<file path="config.mk">
export PLATFORM = sky130hd
export DESIGN_NAME = wb_arbiter
export DESIGN_NICKNAME = d
export VERILOG_FILES = /design/src/rtl/wb_arbiter_pkg.sv /design/src/rtl/wb_arb_rr_pick.sv /design/src/rtl/wb_arbiter.sv
export SDC_FILE = /design/constraint.sdc
export NUM_CORES = 1
export LEC_CHECK = 0
export ABC_AREA = 0
export BUFFER_PORTS_ARGS = -buffer_cell sky130_fd_sc_hd__buf_2
export CAP_MARGIN = 20
export CORE_AREA = 2 2 111 113
export CTS_CLUSTER_DIAMETER = 80
export DETAILED_ROUTE_END_ITERATION = 6
export DIE_AREA = 0 0 113 115
export PLACE_DENSITY = 0.44
export SLEW_MARGIN = 20
export SYNTH_ARGS = -nofsm -noshare
export SYNTH_HDL_FRONTEND = slang
export SYNTH_SLANG_ARGS = --single-unit
export TNS_END_PERCENT = 30
</file>
<file path="constraint.sdc">
create_clock -name wb_clk_i -period 1.3 [get_ports wb_clk_i]
set_input_delay 0.065 -clock wb_clk_i [delete_from_list [all_inputs] [get_ports wb_clk_i]]
set_output_delay 0.065 -clock wb_clk_i [all_outputs]
set_load 0.03 [all_outputs]
</file>
<file path="src/rtl/wb_arbiter_pkg.sv">
// Shared definitions for the Wishbone bus arbiter: bus widths, timeout
// read data, grant FSM state type and the grant-index width helper.
package wb_arbiter_pkg;

  localparam int WB_ADR_W = 32;
  localparam int WB_DAT_W = 32;
  localparam int WB_SEL_W = 4;
  localparam logic [31:0] WB_TIMEOUT_DATA = 32'hFFFF_FFFF;
  localparam int WB_TO_CNT_W = 16;

  typedef enum logic [0:0] {
    ST_IDLE  = 1'b0,
    ST_OWNED = 1'b1
  } arb_state_e;

  // Width of a master index; a single-master build still needs one bit.
  function automatic int idx_width(input int n);
    return (n > 1) ? $clog2(n) : 1;
  endfunction

endpackage

</file>
<file path="src/rtl/wb_arb_rr_pick.sv">
// Combinational round-robin picker: returns the first requester found after
// i_last_idx, searching upwards and wrapping around.
module wb_arb_rr_pick
  import wb_arbiter_pkg::*;
#(
  parameter int N  = 2,
  parameter int IW = idx_width(N)
) (
  input  logic [N-1:0]  i_req,
  input  logic [IW-1:0] i_last_idx,
  output logic          o_any,
  output logic [IW-1:0] o_idx
);

  // w_cand[k] is the master at distance k+1 from the previous owner.
  logic [IW-1:0] w_cand [N];

  for (genvar k = 0; k < N; k++) begin : g_cand
    assign w_cand[k] = IW'((int'(i_last_idx) + k + 1) % N);
  end

  // Scan from the farthest candidate down so the nearest requester wins.
  always_comb begin
    o_any = |i_req;
    o_idx = '0;
    for (int k = N - 1; k >= 0; k--) begin
      o_idx = i_req[w_cand[k]] ? w_cand[k] : o_idx;
    end
  end

endmodule

</file>
<file path="src/rtl/wb_arbiter.sv">
// Round-robin Wishbone arbiter sharing the system bus between NUM_MASTERS
// masters. A grant lasts for the owner's whole cyc; handover to a waiting
// master happens at the release edge without an idle cycle.
// Optional feature: define WB_ARB_TIMEOUT_EN to build the stalled-strobe
// timeout (TIMEOUT_CYCLES) that force-terminates a cycle with error data.
module wb_arbiter
  import wb_arbiter_pkg::*;
#(
  parameter int NUM_MASTERS    = 2,
  parameter int TIMEOUT_CYCLES = 1024
) (
  input  logic                            wb_clk_i,
  input  logic                            wb_rst_i,
  input  logic [NUM_MASTERS*WB_ADR_W-1:0] m_adr_i,
  input  logic [NUM_MASTERS*WB_DAT_W-1:0] m_dat_i,
  input  logic [NUM_MASTERS*WB_SEL_W-1:0] m_sel_i,
  input  logic [NUM_MASTERS-1:0]          m_we_i,
  input  logic [NUM_MASTERS-1:0]          m_stb_i,
  input  logic [NUM_MASTERS-1:0]          m_cyc_i,
  output logic [WB_DAT_W-1:0]             m_dat_o,
  output logic [NUM_MASTERS-1:0]          m_ack_o,
  output logic [WB_ADR_W-1:0]             s_adr_o,
  output logic [WB_DAT_W-1:0]             s_dat_o,
  output logic [WB_SEL_W-1:0]             s_sel_o,
  output logic                            s_we_o,
  output logic                            s_stb_o,
  output logic                            s_cyc_o,
  input  logic [WB_DAT_W-1:0]             s_dat_i,
  input  logic                            s_ack_i,
  output logic [NUM_MASTERS-1:0]          gnt_o,
  output logic                            timeout_o
);

  localparam int IW = idx_width(NUM_MASTERS);
  localparam logic [IW-1:0] LAST_RST = IW'(NUM_MASTERS - 1);

  arb_state_e             r_state;
  logic [IW-1:0]          r_gnt_idx;
  logic [IW-1:0]          r_last_idx;
  logic [NUM_MASTERS-1:0] r_gnt_oh;

  logic          w_pick_any;
  logic [IW-1:0] w_pick_idx;
  logic          w_owned;
  logic          w_own_cyc;
  logic          w_own_stb;
  logic          w_rearb;
  logic          w_timeout;

  // Per-master views of the packed request buses.
  logic [WB_ADR_W-1:0] w_adr [NUM_MASTERS];
  logic [WB_DAT_W-1:0] w_dat [NUM_MASTERS];
  logic [WB_SEL_W-1:0] w_sel [NUM_MASTERS];

  for (genvar i = 0; i < NUM_MASTERS; i++) begin : g_unpack
    assign w_adr[i] = m_adr_i[i*WB_ADR_W +: WB_ADR_W];
    assign w_dat[i] = m_dat_i[i*WB_DAT_W +: WB_DAT_W];
    assign w_sel[i] = m_sel_i[i*WB_SEL_W +: WB_SEL_W];
  end

  wb_arb_rr_pick #(
    .N  (NUM_MASTERS),
    .IW (IW)
  ) u_pick (
    .i_req      (m_cyc_i),
    .i_last_idx (r_last_idx),
    .o_any      (w_pick_any),
    .o_idx      (w_pick_idx)
  );

  assign w_owned   = (r_state == ST_OWNED);
  assign w_own_cyc = m_cyc_i[r_gnt_idx];
  assign w_own_stb = m_stb_i[r_gnt_idx];
  // Arbitrate whenever the bus is free or the owner has let go of cyc.
  assign w_rearb   = !w_owned || !w_own_cyc;
  assign gnt_o     = r_gnt_oh;

  // Grant FSM: hold while the owner keeps cyc, otherwise re-pick at this edge.
  always_ff @(posedge wb_clk_i or posedge wb_rst_i) begin
    if (wb_rst_i) begin
      r_state    <= ST_IDLE;
      r_gnt_idx  <= '0;
      r_last_idx <= LAST_RST;
      r_gnt_oh   <= '0;
    end else begin
      case (r_state)
        ST_IDLE, ST_OWNED: begin
          if (w_rearb) begin
            if (w_pick_any) begin
              r_state    <= ST_OWNED;
              r_gnt_idx  <= w_pick_idx;
              r_last_idx <= w_pick_idx;
              r_gnt_oh   <= NUM_MASTERS'(1) << w_pick_idx;
            end else begin
              r_state  <= ST_IDLE;
              r_gnt_oh <= '0;
            end
          end
        end
        default: begin
          r_state  <= ST_IDLE;
          r_gnt_oh <= '0;
        end
      endcase
    end
  end

`ifdef WB_ARB_TIMEOUT_EN
  localparam logic [WB_TO_CNT_W-1:0] TO_LAST = WB_TO_CNT_W'(TIMEOUT_CYCLES - 1);

  logic [WB_TO_CNT_W-1:0] r_to_cnt;
  logic                   w_stall;

  // A stalled beat is an owner strobe the slave has not acked yet.
  assign w_stall   = w_owned & w_own_cyc & w_own_stb & ~s_ack_i;
  // The cycle holding the last allowed count is the forced-termination cycle.
  assign w_timeout = w_stall & (r_to_cnt == TO_LAST);

  // Stall counter: restarts on ack, on termination and whenever the grant can move.
  always_ff @(posedge wb_clk_i or posedge wb_rst_i) begin
    if (wb_rst_i) begin
      r_to_cnt <= '0;
    end else if (w_rearb || s_ack_i || w_timeout) begin
      r_to_cnt <= '0;
    end else if (w_stall) begin
      r_to_cnt <= r_to_cnt + WB_TO_CNT_W'(1);
    end
  end
`else
  assign w_timeout = 1'b0;
`endif

  // Output muxes: route the owner to the slave bus and steer the ack back.
  always_comb begin
    s_adr_o   = '0;
    s_dat_o   = '0;
    s_sel_o   = '0;
    s_we_o    = 1'b0;
    s_stb_o   = 1'b0;
    s_cyc_o   = 1'b0;
    m_ack_o   = '0;
    timeout_o = w_timeout;
    if (w_owned) begin
      s_adr_o            = w_adr[r_gnt_idx];
      s_dat_o            = w_dat[r_gnt_idx];
      s_sel_o            = w_sel[r_gnt_idx];
      s_we_o             = m_we_i[r_gnt_idx];
      s_stb_o            = w_own_stb & ~w_timeout;
      s_cyc_o            = w_own_cyc & ~w_timeout;
      m_ack_o[r_gnt_idx] = (s_ack_i & w_own_cyc) | w_timeout;
    end else begin
      m_ack_o = '0;
    end
  end

  // Read data is broadcast; forced to the error pattern on a timeout and
  // held at zero while reset is asserted.
  always_comb begin
    m_dat_o = s_dat_i;
    if (wb_rst_i) begin
      m_dat_o = '0;
    end else if (w_timeout) begin
      m_dat_o = WB_TIMEOUT_DATA;
    end else begin
      m_dat_o = s_dat_i;
    end
  end

endmodule

</file>
==> out/metrics.cfg <==
[status]
outcome = finished, violations left
violations = DRC, setup timing

[clock_tree]
clk_latency_ns = 0.23
cts.sinks = 5
clk_pin_slew_ns = 0.03
cts_max_path_buffers = 2
ctsHtreeMaxLevel = 1
cts_tree = done
cts_hold_buf = 0
root_buffer = clkbuf_16
numCtsBuffers = 3

[synth]
ys_types = 19
synth.avg_cell_area_sq_um = 7.670
yosys_warnings = 0
ys_ff_latch = 5
ys_seq_area_frac = 0.07163
synthCells = 230
syn-cell-area_sq_mm = 0.001764
syn_nets = 407

[setup_path]
crit_fanout = 10
r2r_slack_ns = 0.02
worstSetupPathType = reg2out
critical_path.endpoint = s_adr_o[20]
start_kind = register
startpoint = r_gnt_idx
arrival_ns = 1.48
crit_path_end_kind = output port
worstPathRequired_ns = 1.24
reg2regPathDepth = 6
r2r-end = gnt_o[0]
reg2reg_from = r_gnt_idx

[die]
start_util = 0.1494
die_x_um = 113
die-area_sq_mm = 0.01300
ios = 285
core_sq_mm = 0.01181
die_y_um = 115
rows = 40

[sta]
rsz0062_at_grt = yes
max_freq_mhz = 647.6
setup_violations = 73
fin_ws_ns = -0.2441
fin_crit_sh = 1.188
fin_skew_ns = 0.0006196
hold_viol_final = 0
slew_headroom = 0.6572
min_period_ns = 1.544
worstMarginPinSlew_ns = 0.5142
finalMaxSlewViolations = 0
fin_tns_setup_ns = -13.13

[global_routing]
grt_antenna_before_repair = 0
grt_pass1_vias = 2380
grt.total_usage = 0.1054
grt_pass1_wl_mm = 11.40
grt_max_degree = 50
grt_overflow_total = 0

[routing]
drt.antenna.violating_nets = 0
drt-total-wl_mm = 8.421
post_drt_wl_per_cell_um = 12.80
route.detailed.drc = 18
first_pass_iters = 7
via_per_inst = 3.960
num_vias = 2606
drt_iter0_markers = 66

[power]
p_leak_nw = 2.150
ir_worst_vdd_v = 0.0004500
power_mw = 3.139
power_density_mw_per_mm2 = 813.1

[finish]
multiInputGateArea_sq_mm = 0.001549
diodes = 0
final_nets = 689
ff_latch_area_sq_um = 131.4
area_growth_pct = 118.8
fin_util = 0.3268
drive_above_1_share = 0.6360
fillers = 1264

[place]
hpwl_mm = 6.745
portBuffers = 283
gp_congestion = 0.7312

[job]
maxCapViolations = 0

[hold_path]
min_path_type = in2async

-- placed cells by master, fill, tap and decap left out, drive strengths merged --
cell | synthesis | layout
buf | 13 | 297
nor2b | 104 | 104
mux2i | 70 | 70
nand2 | 7 | 7
clkbuf | 10 | 7
a21oi | 6 | 6
o21ai | 4 | 4
dfrtp | 4 | 4
nand2b | 3 | 3
nor2 | 3 | 3
a21boi | 1 | 1
or2 | 1 | 1
o2bb2ai | 1 | 1
inv | 1 | 1
conb | 1 | 1
dfstp | 1 | 1
-- per-layer routing --
layer  track usage  wire length (um)  part of all wire
met5             0                 0                 0
met4       0.01707                38            0.0045
met3       0.01687               694             0.082
met2        0.2052              4520              0.54
met1        0.1229              3166              0.38
-- worst max-delay path, cell delays in order, from the launching register on --
cell	delay, ns
dfrtp_4	0.48
buf_12	0.16
clkbuf_16	0.18
mux2i_1	0.12
nor2b_1	0.12
buf_4	0.17
-- stage by stage --
step	setup slack (ns)	area, sq um	hold WS [ns]	std cells
detailed placement	0.0007440	3374	0.2604	648
floorplan	-0.07665	1787	0.05471	230
global route	-0.2852	3860	0.06742	658
finish	-0.2441	3860	0.01320	658
CTS	-0.2120	3642	0.02082	652
global placement	0.007393	3374	0.2470	648
-- sequential cells by signal, indices dropped and copies added, names as in the netlist --
| name | flops |
|---|---|
| r_state | 1 |
| r_last_idx | 1 |
| gnt_o | 2 |
| r_gnt_idx | 1 |
-- cells in the mapped netlist (all sizes together) --
master,count,area (sq um)
clkbuf,10,37.54
mux2i,70,700.7
nand2b,3,18.77
a21boi,1,7.510
nand2,7,26.28
o2bb2ai,1,8.760
or2,1,6.260
a21oi,6,30.03
dfstp,1,26.28
nor2b,104,650.6
inv,1,3.750
conb,1,3.750
o21ai,4,20.01
buf,13,112.6
nor2,3,11.26
dfrtp,4,100.1
-- logic make-up after synthesis --
family,Yosys count,share of synthesized area
mux,70,0.3972
flops,5,0.07164
buf+inv,24,0.08723
simple gates,118,0.4043
other cells,1,0.002126
compound gates,12,0.03759
-- power breakdown --
group | internal (mW) | switching, mW
Sequential | 0.188 | 0.0206
Combinational | 1.11 | 1.31
Clock | 0.407 | 0.105
-- cell type report --
type | count | area share
Timing Repair Buffer | 300 | 0.4956
Tap cell | 147 | 0.04765
Clock buffer | 4 | 0.02042
Inverter | 1 | 0.0009724
Sequential cell | 5 | 0.03404
Multi-Input combinational cell | 201 | 0.4013
-- worst min path at each step --
stage,from,to,slack [ns],cells past startpoint
after floorplan,wb_rst_i,gnt_o[0],0.05,2
final,wb_rst_i,gnt_o[0],0.01,2
after CTS,wb_rst_i,r_gnt_idx,0.02,2
after global placement,wb_rst_i,gnt_o[0],0.25,2
after global routing,wb_rst_i,r_gnt_idx,0.07,2
after detailed placement,wb_rst_i,gnt_o[0],0.26,2
-- timing repair --
action,4_1_cts,5_1_grt
endpoints found under the setup margin,73,73
gates resized for setup,75,29
buffers inserted,0,3
gates cloned,0,3
pin swaps,2,1
Power figures use the tool's default switching activity.
